$ cat src/rtl/axil_cfg_master.sv
// AXI4-Lite initiator: turns a single-beat request/response port into one
// outstanding AXI4-Lite read or write, with optional alignment check and a stall watchdog.
module axil_cfg_master #(
  parameter int unsigned TIMEOUT_CYCLES = 1024,
  parameter bit          ALIGN_CHECK    = 1'b1
) (
  input  logic        clk_i,
  input  logic        rst_ni,
  input  logic        req_valid_i,
  output logic        req_ready_o,
  input  logic        req_write_i,
  input  logic [31:0] req_addr_i,
  input  logic [31:0] req_wdata_i,
  input  logic [3:0]  req_wstrb_i,
  output logic        resp_valid_o,
  input  logic        resp_ready_i,
  output logic [31:0] resp_rdata_o,
  output logic        resp_err_o,
  output logic        timeout_o,
  output logic        cfg_awvalid_o,
  input  logic        cfg_awready_i,
  output logic [31:0] cfg_awaddr_o,
  output logic        cfg_wvalid_o,
  input  logic        cfg_wready_i,
  output logic [31:0] cfg_wdata_o,
  output logic [3:0]  cfg_wstrb_o,
  input  logic        cfg_bvalid_i,
  output logic        cfg_bready_o,
  input  logic [1:0]  cfg_bresp_i,
  output logic        cfg_arvalid_o,
  input  logic        cfg_arready_i,
  output logic [31:0] cfg_araddr_o,
  input  logic        cfg_rvalid_i,
  output logic        cfg_rready_o,
  input  logic [31:0] cfg_rdata_i,
  input  logic [1:0]  cfg_rresp_i
);

  // Handshakes everywhere: a transfer happens on the rising edge where valid and
  // ready are both high; a valid, once raised, holds its payload until that edge.
  typedef enum logic [2:0] {S_IDLE, S_WR, S_WAIT_B, S_RD, S_WAIT_R, S_RESP} state_e;

  localparam logic [15:0] TMO = 16'(TIMEOUT_CYCLES);

  state_e      state_q, state_d;
  logic [31:0] addr_q, addr_d;
  logic [31:0] wdata_q, wdata_d;
  logic [3:0]  wstrb_q, wstrb_d;
  logic [31:0] rdata_q, rdata_d;
  logic        err_q, err_d;
  logic        aw_done_q, aw_done_d;
  logic        w_done_q, w_done_d;
  logic [15:0] wd_q, wd_d;
  logic        tmo_q, tmo_d;
  logic        accept, misaligned, aw_hs, w_hs, bus_busy;

  assign req_ready_o   = (state_q == S_IDLE);
  assign accept        = req_valid_i && req_ready_o;
  assign misaligned    = ALIGN_CHECK && (req_addr_i[1:0] != 2'b00);

  assign cfg_awvalid_o = (state_q == S_WR) && !aw_done_q;
  assign cfg_wvalid_o  = (state_q == S_WR) && !w_done_q;
  assign cfg_bready_o  = (state_q == S_WAIT_B);
  assign cfg_arvalid_o = (state_q == S_RD);
  assign cfg_rready_o  = (state_q == S_WAIT_R);
  assign cfg_awaddr_o  = addr_q;
  assign cfg_araddr_o  = addr_q;
  assign cfg_wdata_o   = wdata_q;
  assign cfg_wstrb_o   = wstrb_q;

  assign resp_valid_o  = (state_q == S_RESP);
  assign resp_rdata_o  = rdata_q;
  assign resp_err_o    = err_q;
  assign timeout_o     = tmo_q;

  assign aw_hs    = cfg_awvalid_o && cfg_awready_i;
  assign w_hs     = cfg_wvalid_o && cfg_wready_i;
  assign bus_busy = (state_q == S_WR) || (state_q == S_WAIT_B) ||
                    (state_q == S_RD) || (state_q == S_WAIT_R);

  always_comb begin
    state_d   = state_q;
    addr_d    = addr_q;
    wdata_d   = wdata_q;
    wstrb_d   = wstrb_q;
    rdata_d   = rdata_q;
    err_d     = err_q;
    aw_done_d = aw_done_q;
    w_done_d  = w_done_q;
    wd_d      = wd_q;
    tmo_d     = 1'b0;

    case (state_q)
      S_IDLE: begin
        if (accept) begin
          addr_d    = req_addr_i;
          wdata_d   = req_wdata_i;
          wstrb_d   = req_wstrb_i;
          aw_done_d = 1'b0;
          w_done_d  = 1'b0;
          if (misaligned) begin
            rdata_d = 32'd0;
            err_d   = 1'b1;
            state_d = S_RESP;
          end else if (req_write_i) begin
            state_d = S_WR;
          end else begin
            state_d = S_RD;
          end
        end
      end
      S_WR: begin
        // AW and W complete independently, in either order or together.
        aw_done_d = aw_done_q || aw_hs;
        w_done_d  = w_done_q || w_hs;
        if (aw_done_d && w_done_d) state_d = S_WAIT_B;
      end
      S_WAIT_B: begin
        if (cfg_bvalid_i) begin
          rdata_d = 32'd0;
          err_d   = (cfg_bresp_i != 2'b00);
          state_d = S_RESP;
        end
      end
      S_RD: begin
        if (cfg_arready_i) state_d = S_WAIT_R;
      end
      S_WAIT_R: begin
        if (cfg_rvalid_i) begin
          rdata_d = cfg_rdata_i;
          err_d   = (cfg_rresp_i != 2'b00);
          state_d = S_RESP;
        end
      end
      S_RESP: begin
        if (resp_ready_i) state_d = S_IDLE;
      end
      default: state_d = S_IDLE;
    endcase

    // Watchdog only reports; the bus transaction keeps waiting for the slave.
    if (accept) begin
      wd_d = 16'd0;
    end else if (bus_busy && (TMO != 16'd0) && (wd_q != TMO)) begin
      wd_d  = wd_q + 16'd1;
      tmo_d = (wd_d == TMO);
    end
  end

  always_ff @(posedge clk_i or negedge rst_ni) begin
    if (!rst_ni) begin
      state_q   <= S_IDLE;
      addr_q    <= 32'd0;
      wdata_q   <= 32'd0;
      wstrb_q   <= 4'd0;
      rdata_q   <= 32'd0;
      err_q     <= 1'b0;
      aw_done_q <= 1'b0;
      w_done_q  <= 1'b0;
      wd_q      <= 16'd0;
      tmo_q     <= 1'b0;
    end else begin
      state_q   <= state_d;
      addr_q    <= addr_d;
      wdata_q   <= wdata_d;
      wstrb_q   <= wstrb_d;
      rdata_q   <= rdata_d;
      err_q     <= err_d;
      aw_done_q <= aw_done_d;
      w_done_q  <= w_done_d;
      wd_q      <= wd_d;
      tmo_q     <= tmo_d;
    end
  end

endmodule

$ cat config.mk
export PLATFORM = sky130hd
export DESIGN_NAME = axil_cfg_master
export DESIGN_NICKNAME = d
export VERILOG_FILES = /design/src/rtl/axil_cfg_master.sv
export SDC_FILE = /design/constraint.sdc
export NUM_CORES = 1
export LEC_CHECK = 0
export ABC_AREA = 1
export CAP_MARGIN = 20
export CORE_MARGIN = 8
export CORE_UTILIZATION = 45
export CTS_CLUSTER_SIZE = 25
export DETAILED_ROUTE_END_ITERATION = 8
export MAX_ROUTING_LAYER = met4
export PLACE_DENSITY = 0.86
export SETUP_SLACK_MARGIN = 0.5
export SYNTH_ARGS = -nofsm -noshare
export SYNTH_HDL_FRONTEND = slang
export SYNTH_SLANG_ARGS = --single-unit
$ cat constraint.sdc
create_clock -name clk_i -period 2.7 [get_ports clk_i]
set_input_delay 0.54 -clock clk_i [delete_from_list [all_inputs] [get_ports clk_i]]
set_output_delay 0.54 -clock clk_i [all_outputs]
set_load 0.02 [all_outputs]
== Yosys cells after proc, flatten, opt, wreduce, memory -nomap -nowiden ==
Cells that the tools add are included.
Word-level totals
  register bits: 123
  bits of input ports: 114
  output and inout port bits: 141
  logic and storage cells: 76
Cells by class
  add/subtract/negate cells: 1
  equal/unequal tests: 14
  muxes and demuxes: 26
  reductions and logical operators: 25
Operator list (count)
  $mux W32: 4
  $pmux W32 S3: 1
  $mux W16: 2
  $mux W3: 7
  $pmux W3 S6: 1
  $add A16 B1 Y16 const B: 1
  $eq A16 B11 Y1 const B: 1
  $ne A16 B11 Y1 const B: 1
  $ne A2 B1 Y1 const B: 5
  $reduce_bool A2 Y1: 5
  $logic_and A1 B1 Y1: 7
  $mux W1: 7
  $eq A3 B2 Y1 const B: 2
  $eq A3 B3 Y1 const B: 2
  $reduce_and A6 Y1: 1
  $logic_or A1 B1 Y1: 5
  $reduce_and A5 Y1: 1
  $ne A2 B2 Y1 const B: 2
  $pmux W1 S2: 2
  $reduce_and A2 Y1: 2
  $eq A3 B1 Y1 const B: 1
  $logic_not A3 Y1: 1
  $pmux W1 S3: 1
  $reduce_bool A3 Y1: 1
  other kinds (2): 3

== Longest topological paths before layout ==
Gate-level depths: netlist (run 1).
  word-level depth: 7
  depth in mapped cells: 11
  mapped depth without buffers: 11

== Least setup slack after synthesis (run 1) ==
No wires, ideal clock.
  path type: reg2out
  from: reg state_q[0]
  to: out cfg_rready_o
  data arrival time: 1.180 ns
  data required time: 2.160 ns
  setup slack: 0.980 ns
  cell stages (with the launch flop): 5
  path buffers: 1
  cells stage by stage: dfrtp_1 > nor2_4 > nand2_2 > clkinv_1 > clkbuf_1
On the way
  cells in the longest elaborated chain, start to end: 1
Ends and longest elaborated chain
  start: declaration: RTL line 45  | state_e state_q, state_d;
  start signal: assignment: RTL line 163  | state_q <= state_d;
  $eq A3 B3 Y1: RTL line 65  | assign cfg_rready_o = (state_q == S_WAIT_R);
  end: declaration: RTL line 34  | output logic cfg_rready_o,
No other way between the ends.

== Final worst setup path (run 1) ==
  from: reg state_q[0]
  to: out req_ready_o
On the way
  cells in the longest elaborated chain, start to end: 1
Ends and longest elaborated chain
  $logic_not A3 Y1: RTL line 57  | assign req_ready_o = (state_q == S_IDLE);
  end: declaration: RTL line 10  | output logic req_ready_o,
No other way between the ends.

==> qor.yml, run 1 <==
status: "completed"
yosysWarnings: 0
drt-total-wl_mm: 17.7
slew_headroom_pct: 56.8
critPathCaptureType: "output pin"
clkTransAtPathRegs_ps: 60
ys_seq_area_share_pct: 54.8
drt_first_pass_iters: 6
cts_hold_buf: 0
powerDensity_mw_per_mm2: 1280
p_int_uw: 6590
p_comb_share_pct: 49.3
dieWidth_um: 128
antenna_left: 0
clock_latency_ps: 410
grt_pass1_wl_mm: 28.2
synth-xor-area-share_pct: 0.935
arrival_ps: 1570
vias_per_cell: 4.85
netlist_top_cells_area: "dfrtp_1 (55%), nand2_1 (19%), buf_4 (4.7%)"
die-area_mm2: 0.0163
synth_mux_area_share_pct: 0
sw_frac_of_total_pct: 41.1
drv_cap: 0
finalHoldViolCount: 0
tns_ps: 0
dp_slack_ps: 522
drtIter0Drc: 332
power.switching_uw: 4590
synth_top_family_by_area: "simple AND/OR/NAND/NOR gates"
worst_slew_pin_slew_ps: 648
grt_max_degree: 65
slew_violations: 0
htreeDepth: 4
numCtsBuffers: 17
fin_crit_sh_pct: 78.0
clock-sinks: 123
grt_usage_pct: 22.6
finalSetupViolCount: 0
drive_gt1_share_pct: 6.81
period_needed_ps: 2110
antenna_cells: 0
fmax_ghz: 0.475
p_leak_uw: 0.00417
drc_errors: 0
dp_hpwl_mm: 13.1
seqPwrFrac_pct: 29.2
core_area_mm2: 0.0124
clkPwrFrac_pct: 21.5
cts_tree: "yes"
num_io_pins: 255
synth.top_cell.area_share_pct: 54.8
yosys.area.top_type: "dfrtp_1"
cts_root_buffer: "clkbuf_16"
portBuffers: 254
place_area_mm2: 0.00810
grt_overflow: 0
irDropWorstVdd_uv: 703
syn_area_mm2: 0.00562
routedWlPerCell_um: 16.4
final_area_mm2: 0.00871
syn-num-nets: 788
post-route-util_pct: 70.2
dr_total_vias: 5251
area.growth.synth_to_final_pct: 55.0
yosysUniqueCellTypes: 35
ys_seq_elements: 123
place.gp.congestion: 0.869
syn_avg_cell_area_um2: 8.36
start_util_pct: 45.3
clockBufferDepth: 2
grt_pass1_vias: 5653
rsz0062_at_grt: "false"
fp.dieH_um: 128
crit_fanout: 6
fin_nets: 1013
worstSetupPathType: "register to output pin"
synth-compound-area-share_pct: 6.61
synthCells: 672
synthSimpleGateAreaFrac_pct: 28.1
setup_ws_ps: 595
critPathRequiredTime_ps: 2160
min_path_type: "input pin to asynchronous set/reset pin"
worstSetupStartpointType: "register"
antenna_found_initial: 0
fin_skew_ps: 16.7
row_count: 41
synth_fa_ha_area_share_pct: 0.445
==> final cells by class <==
| type | count | area [um^2] |
|---|---|---|
| repair buffers | 266 | 2650 |
| fillers | 957 | 3700 |
| clock inverters | 11 | 168 |
| clock buffers | 21 | 460 |
| inverters | 30 | 113 |
| multi-input cells | 459 | 2030 |
| well taps | 172 | 215 |
| flip-flops and latches | 123 | 3080 |
==> Yosys cell counts <==
| cell | instances |
|---|---|
| clkinv_1 | 1 |
| or2_4 | 1 |
| nand2_1 | 287 |
| o21ai_0 | 28 |
| buf_6 | 4 |
| nand4_1 | 4 |
| nand3_1 | 43 |
| nor3_1 | 2 |
| clkbuf_1 | 7 |
| nor2_2 | 1 |
| nand3_2 | 1 |
| nand2_2 | 5 |
| nor2_1 | 41 |
| o21ai_4 | 1 |
| xor2_1 | 6 |
| a21boi_0 | 1 |
| inv_1 | 27 |
| o31ai_1 | 1 |
| o211a_1 | 1 |
| o22ai_1 | 10 |
| buf_4 | 35 |
| ha_1 | 2 |
| nor2_4 | 1 |
| dfrtp_1 | 123 |
| buf_2 | 9 |
| o21ai_1 | 13 |
| a211oi_1 | 1 |
| inv_2 | 2 |
| a21oi_1 | 5 |
| buf_1 | 2 |
| nor2_8 | 1 |
| a21oi_2 | 1 |
| nand3b_1 | 1 |
| clkbuf_2 | 3 |
| o211ai_4 | 1 |
==> per-stage QoR <==
step | instances | power (uW) | hold slack (ps)
after floorplan | 672 | 6490 | 244
after global placement | 1050 | 8720 | 462
final | 1082 | 11200 | 158
after detailed placement | 1050 | 8840 | 465
after global routing | 1082 | 11900 | 201
after CTS | 1082 | 11300 | 177
==> power groups by stage <==
stage / clock [uW] / combinational (uW) / sequential, uW
2_1_floorplan: 0 / 2520 / 3970
3_3_place_gp: 0 / 5460 / 3260
3_5_place_dp: 0 / 5580 / 3260
4_1_cts: 2440 / 5580 / 3270
5_1_grt: 2520 / 5980 / 3380
6_report: 2400 / 5510 / 3270
==> layout by cell type, fill, tap and decap left out, types with 3 or more instances in the layout <==
master	count
nand4_1	4
buf_12	3
clkinv_2	3
bufinv_16	4
dfrtp_1	122
nor2_1	41
nand2_2	5
nand2_1	287
o21ai_0	28
clkdlybuf4s50_1	246
o21ai_1	13
buf_4	10
o22ai_1	10
dlygate4sd2_1	3
a21oi_1	5
inv_1	27
nand3_1	43
clkbuf_16	17
xor2_1	6
==> what timing repair did <==
| action | 4_1_cts | 5_1_grt |
|---|---|---|
| resized for setup | 11 | 6 |
| pin swaps | 0 | 0 |
| gates cloned | 0 | 0 |
| setup buffers | 0 | 0 |
| setup endpoints to repair | 7 | 4 |
==> state kept, by name, summed over array words and instances, names as in the netlist <==
signal        cells
cfg_araddr_o     32
state_q           3
timeout_o         1
resp_rdata_o     32
cfg_wdata_o      32
wd_q             16
cfg_wstrb_o       4
aw_done_q         1
resp_err_o        1
w_done_q          1
==> metal layers <==
layer,global-route usage (%),wire [um]
met1,24.7,7000
met2,37.8,9040
met3,7.40,1370
met4,8.11,329
met5,-,0
==> cells by family after synthesis <==
family | Yosys count
AO/OA/AOI/OAI | 63
AND/OR/NAND/NOR | 388
buffers and inverters | 90
XOR/XNOR | 6
flip-flops | 123
adder cells (fa/ha/maj) | 2
==> worst max-delay path, stage by stage (launching register included) <==
cell and delay (ps):
dfrtp_1 450, nor2_4 210, nand2_2 90, inv_1 90
clkdlybuf4s15_1 320
==> path summary, 6_finish.rpt <==
kind | cells past startpoint | slack (ps) | to | start
min reg2reg | 2 | 480 | cfg_wdata_o[1] | cfg_wdata_o[1]
min in group clk_i | 2 | 480 | cfg_wdata_o[1] | cfg_wdata_o[1]
max in group asynchronous | 2 | 1820 | resp_rdata_o[30] | rst_ni
max | 4 | 590 | req_ready_o | state_q[0]
min | 1 | 160 | cfg_wstrb_o[2] | rst_ni
max reg2reg | 7 | 760 | wd_q[14] | state_q[0]
Power figures use the tool's default switching activity.
==> run 2, diff against run 1 <==
- CORE_UTILIZATION: 45 -> 42
- PLACE_DENSITY: 0.86 -> 0.81
- clock period: 2.7 -> 2.2 ns (I/O delays scaled with it)
==> run 2 against run 1 <==
Setup slack got worse by 260 ps. Sequential share of layout area down 1.8 points. Clock power up 14%. Critical path type is now register to register. Largest cell class unchanged. Largest power group unchanged. Highest routed layer unchanged.
==> qor.yml, run 2 (synthesis gave the netlist of run 1 again) <==
crit_fanout: 34
slew_violations: 0
clock_latency_ps: 410
worstSetupStartpointType: "register"
status: "completed"
power.switching_uw: 6290
powerDensity_mw_per_mm2: 1550
r2r_end: "resp_err_o"
row_count: 42
dieWidth_um: 132
worstSetupPathType: "register to register"
critPathCaptureType: "register"
portBuffers: 254
p_comb_share_pct: 52.5
place_area_mm2: 0.00811
finalSetupViolCount: 0
numCtsBuffers: 17
clockBufferDepth: 2
cts_hold_buf: 0
drtIter0Drc: 465
cp_slowest_stage_delay_ps: 440
seqPwrFrac_pct: 28.3
worst_slew_pin_slew_ps: 486
rsz0062_at_grt: "true"
fmax_ghz: 0.537
post-route-util_pct: 70.0
place_inst: 1055
grt_overflow: 0
dp_hpwl_mm: 12.8
drt-total-wl_mm: 20.1
critPathRequiredTime_ps: 2540
place.gp.congestion: 0.891
antenna_left: 0
die-area_mm2: 0.0173
antenna_cells: 0
final_cell_mix: "nand2_1 (280), dlygate4sd2_1 (134), dfrtp_1 (118), clkdlybuf4s50_1 (112)"
dr_total_vias: 5707
p_int_uw: 7970
endpoint: "resp_err_o"
cts_root_buffer: "clkbuf_16"
finalHoldViolCount: 0
fill_cells: 1000
dp_slack_ps: 159
drive_gt1_share_pct: 16.7
routedWlPerCell_um: 17.9
core_area_mm2: 0.0131
num_io_pins: 255
setup_ws_ps: 337
clkPwrFrac_pct: 19.2
cp_cell_sequence: "buf_6, nor2_4, nand2_2, inv_4, buf_4, o21ai_0, o211a_1, a21oi_2"
antenna_found_initial: 0
grt_max_degree: 77
fin_crit_sh_pct: 84.7
grt_pass1_vias: 5693
sw_frac_of_total_pct: 44.1
period_needed_ps: 1860
drt_first_pass_iters: 6
regToRegSetupSlack_ps: 340
slew_headroom_pct: 67.6
vias_per_cell: 5.09
layout_commonest_cell: "nand2_1"
fin_cells: 1122
clock-sinks: 123
area.growth.synth_to_final_pct: 63.6
fin_skew_ps: 5.77
grt_usage_pct: 21.6
start_util_pct: 42.8
crit_start: "state_q[1]"
min_path_type: "input pin to asynchronous set/reset pin"
htreeDepth: 4
fin_nets: 1049
rr_worst_depth: 8
arrival_ps: 2200
irDropWorstVdd_uv: 755
final_area_mm2: 0.00919
p_leak_uw: 0.00480
tns_ps: 0
drv_cap: 0
grt_pass1_wl_mm: 29.3
cts_tree: "yes"
rr_startpoint: "state_q[1]"
critPathSlowestCell: "dfrtp_2"
clkTransAtPathRegs_ps: 50
drc_errors: 0
fp.dieH_um: 132
run 2: cell count changes in the layout (fill, tap and decap cells not counted), moves of 11 or more:
cell | before | now
nand3_2 | 1 | 23
dlygate4sd2_1 | 3 | 134
buf_6 | 0 | 12
o21ai_0 | 28 | 17
clkdlybuf4s50_1 | 246 | 112
nor2_1 | 41 | 30
nand3_1 | 43 | 21
buf_4 | 10 | 30
run 2: cell type report:
cell class	count	area, um^2	area share, %
flip-flops and latches	123	3080	33.6
repair buffers	299	2880	31.3
multi-input cells	462	2320	25.2
clock buffers	26	489	5.32
well taps	176	220	2.40
inverters	30	118	1.28
clock inverters	6	86.3	0.939
run 2: worst min-delay path by stage:
stage / depth (start not counted) / endpoint / startpoint / slack (ps)
after CTS: 2 / cfg_wdata_o[4] / rst_ni / 20
final: 2 / cfg_wdata_o[3] / rst_ni / 10
after floorplan: 0 / aw_done_q / rst_ni / 140
after detailed placement: 2 / cfg_araddr_o[1] / rst_ni / 460
after global placement: 2 / cfg_araddr_o[1] / rst_ni / 460
after global routing: 2 / cfg_wdata_o[3] / rst_ni / 40
run 2: timing repair:
item,in CTS,in global routing
setup buffers,10,18
endpoints found under the hold margin,0,0
pin swaps,8,29
endpoints found under the setup margin,192,86
gates resized for setup,185,90
cloned,2,5
run 2: through the flow:
stage               hold slack (ps)  power [uW]
finish                         14.6       14300
floorplan                       144        7970
CTS                            20.6       13200
detailed placement              456       10800
global placement                459       10700
global route                   35.0       15000
run 2: power by group through the flow:
stage	logic [uW]	registers (uW)	clock network, uW
final	7480	4040	2730
after global routing	7980	4190	2880
after CTS	6470	3970	2760
after detailed placement	6830	4000	0
after global placement	6730	3990	0
after floorplan	3090	4880	0
run 2: worst max-delay path: cells and delay by family, from the launching register on:
family,cells,cell delay [ps]
AOI/OAI and AO/OA,3,480
buffers and inverters,3,610
DFF,1,440
and+or+nand+nor,2,240
run 2: routing by layer:
metal	track usage, %	wire [um]
met5	-	0
met4	6.57	606
met3	6.63	1660
met2	35.0	9870
met1	25.4	7980
==> run 3, diff against run 2 <==
- CORE_UTILIZATION: 42 -> 38
- PLACE_DENSITY: 0.81 -> 0.77
- clock period: 2.2 -> 1.7 ns (I/O delays scaled with it)
==> run 3 against run 2 <==
The run now ends with negative setup slack left. Clock power is 37% higher. Setup slack worse by 400 ps. Sequential power is 37% higher. Maximum frequency is 5.6% higher. Cell count is 5.2% higher. Hold slack better by 430 ps. Sequential share of layout area is 3.0 points lower. Combinational power is 58% higher. Register-to-register slack worse by 400 ps. Clock skew is 5.3 ps higher. Flip-flop and latch count stayed put. Non-clock buffer count is 52 higher. Highest routed layer unchanged.
==> qor.yml, run 3 (synthesis gave the netlist of run 1 again) <==
status: "complete, but fails checks"
violations: "negative setup slack"
grt_pass1_wl_mm: 30.3
arrival_ps: 2060
fin_crit_sh_pct: 104
antenna_left: 0
dr_total_vias: 5750
period_needed_ps: 1760
fill_cells: 1017
final_cell_mix: "nand2_1 (281), buf_6 (150), clkdlybuf4s50_1 (112), dfrtp_1 (111), buf_4 (64)"
p_int_uw: 12500
num_io_pins: 255
drtIter0Drc: 312
drt_first_pass_iters: 5
worstSetupPathType: "register to register"
antenna_found_initial: 0
clkTransAtPathRegs_ps: 60
fin_skew_ps: 11.0
portBuffers: 254
ff_latch_area_mm2: 0.00309
power.switching_uw: 8610
fmax_ghz: 0.567
worstSetupStartpointType: "register"
crit_start: "state_q[1]"
antenna_cells: 0
fin_nets: 1099
critPathRequiredTime_ps: 2000
numCtsBuffers: 17
grt_overflow: 0
fp.dieH_um: 138
clock_latency_ps: 420
start_util_pct: 38.8
clkPwrFrac_pct: 17.7
powerDensity_mw_per_mm2: 2090
clock-sinks: 123
cts_root_buffer: "clkbuf_16"
grt_pass1_vias: 5797
core_area_mm2: 0.0145
hold_path_depth: 3
sw_frac_of_total_pct: 40.8
vias_per_cell: 4.87
final_area_mm2: 0.0101
slew_headroom_pct: 74.0
finalHoldViolCount: 0
row_count: 44
worst_hold_slack_ps: 448
area.growth.synth_to_final_pct: 80.2
dieWidth_um: 138
cts_tree: "yes"
clockBufferDepth: 2
p_leak_uw: 0.00505
p_comb_share_pct: 56.1
drc_errors: 0
rsz0062_at_grt: "true"
drive_gt1_share_pct: 33.8
setup_ws_ps: -63.4
r2r_end: "resp_rdata_o[7]"
multi_input_area_mm2: 0.00221
critPathCaptureType: "register"
grt_max_degree: 66
dp_hpwl_mm: 13.2
slew_violations: 0
grt_usage_pct: 21.4
drv_cap: 0
rr_startpoint: "state_q[1]"
layout_commonest_cell: "nand2_1"
seqPwrFrac_pct: 26.3
routedWlPerCell_um: 17.7
min_path_type: "input pin to register"
drt-total-wl_mm: 20.9
finalSetupViolCount: 35
rr_worst_depth: 10
die-area_mm2: 0.0189
regToRegSetupSlack_ps: -60
worst_slew_pin_slew_ps: 390
crit_fanout: 8
place.gp.congestion: 0.867
place_area_mm2: 0.00838
endpoint: "resp_rdata_o[7]"
htreeDepth: 4
irDropWorstVdd_uv: 1290
==> run 3: through the flow <==
stage	utilization, %	worst slack, ps	setup TNS, ps	power [uW]	std cells
3_5_place_dp	57.9	-152	-4860	14700	1083
3_3_place_gp	57.9	-130	-4270	14500	1083
5_1_grt	69.9	-138	-3780	22300	1180
2_1_floorplan	-	216	0	10400	672
4_1_cts	66.5	-53.9	-1210	20000	1148
6_report	69.9	-63.4	-1130	21100	1180
==> run 3: worst min path at each step <==
stage	start	to	slack (ps)
after floorplan	rst_ni	aw_done_q	40
after global placement	rst_ni	resp_rdata_o[28]	380
after detailed placement	rst_ni	resp_rdata_o[28]	380
after CTS	req_wdata_i[31]	cfg_wdata_o[31]	440
after global routing	req_addr_i[21]	cfg_araddr_o[21]	450
final	req_wdata_i[31]	cfg_wdata_o[31]	450
==> run 3: routing by layer <==
layer / share of wire [%] / global-route usage (%)
met3: 8.2 / 7.11
met1: 39 / 24.7
met4: 1.2 / 6.52
met2: 51 / 34.7
met5: 0 / -
==> run 3: worst max-delay path: stages (launching register included) <==
cell and delay, ps:
dfrtp_2 420, buf_6 130, nor2_4 140, nand2_2 90, or2_4 270, o211ai_4 80
buf_12 150, nor2_8 50, clkbuf_16 170, nand3_1 80, nand2_1 60
==> run 3: power groups by stage <==
stage                     combinational [uW]  clock (uW)  sequential [uW]
final                                  11800        3730             5550
after global routing                   12600        3920             5690
after CTS                              10800        3780             5450
after detailed placement                9510           0             5170
after global placement                  9340           0             5170
after floorplan                         4080           0             6330
==> run 3: timing repair <==
| action | in CTS | in global routing |
|---|---|---|
| gates cloned | 8 | 4 |
| endpoints found under the hold margin | 123 | 0 |
| setup endpoints to repair | 264 | 264 |
| pin swaps | 9 | 14 |
| setup buffers | 24 | 28 |
| gates resized for setup | 876 | 55 |
| hold buffers | 1 | 0 |
==> run 3: area by class of cell <==
cell class	instances	area share, %
repair buffers	351	38.0
flip-flops and latches	123	30.6
multi-input cells	460	21.9
clock buffers	19	4.38
well taps	184	2.27
clock inverters	13	1.66
inverters	30	1.30
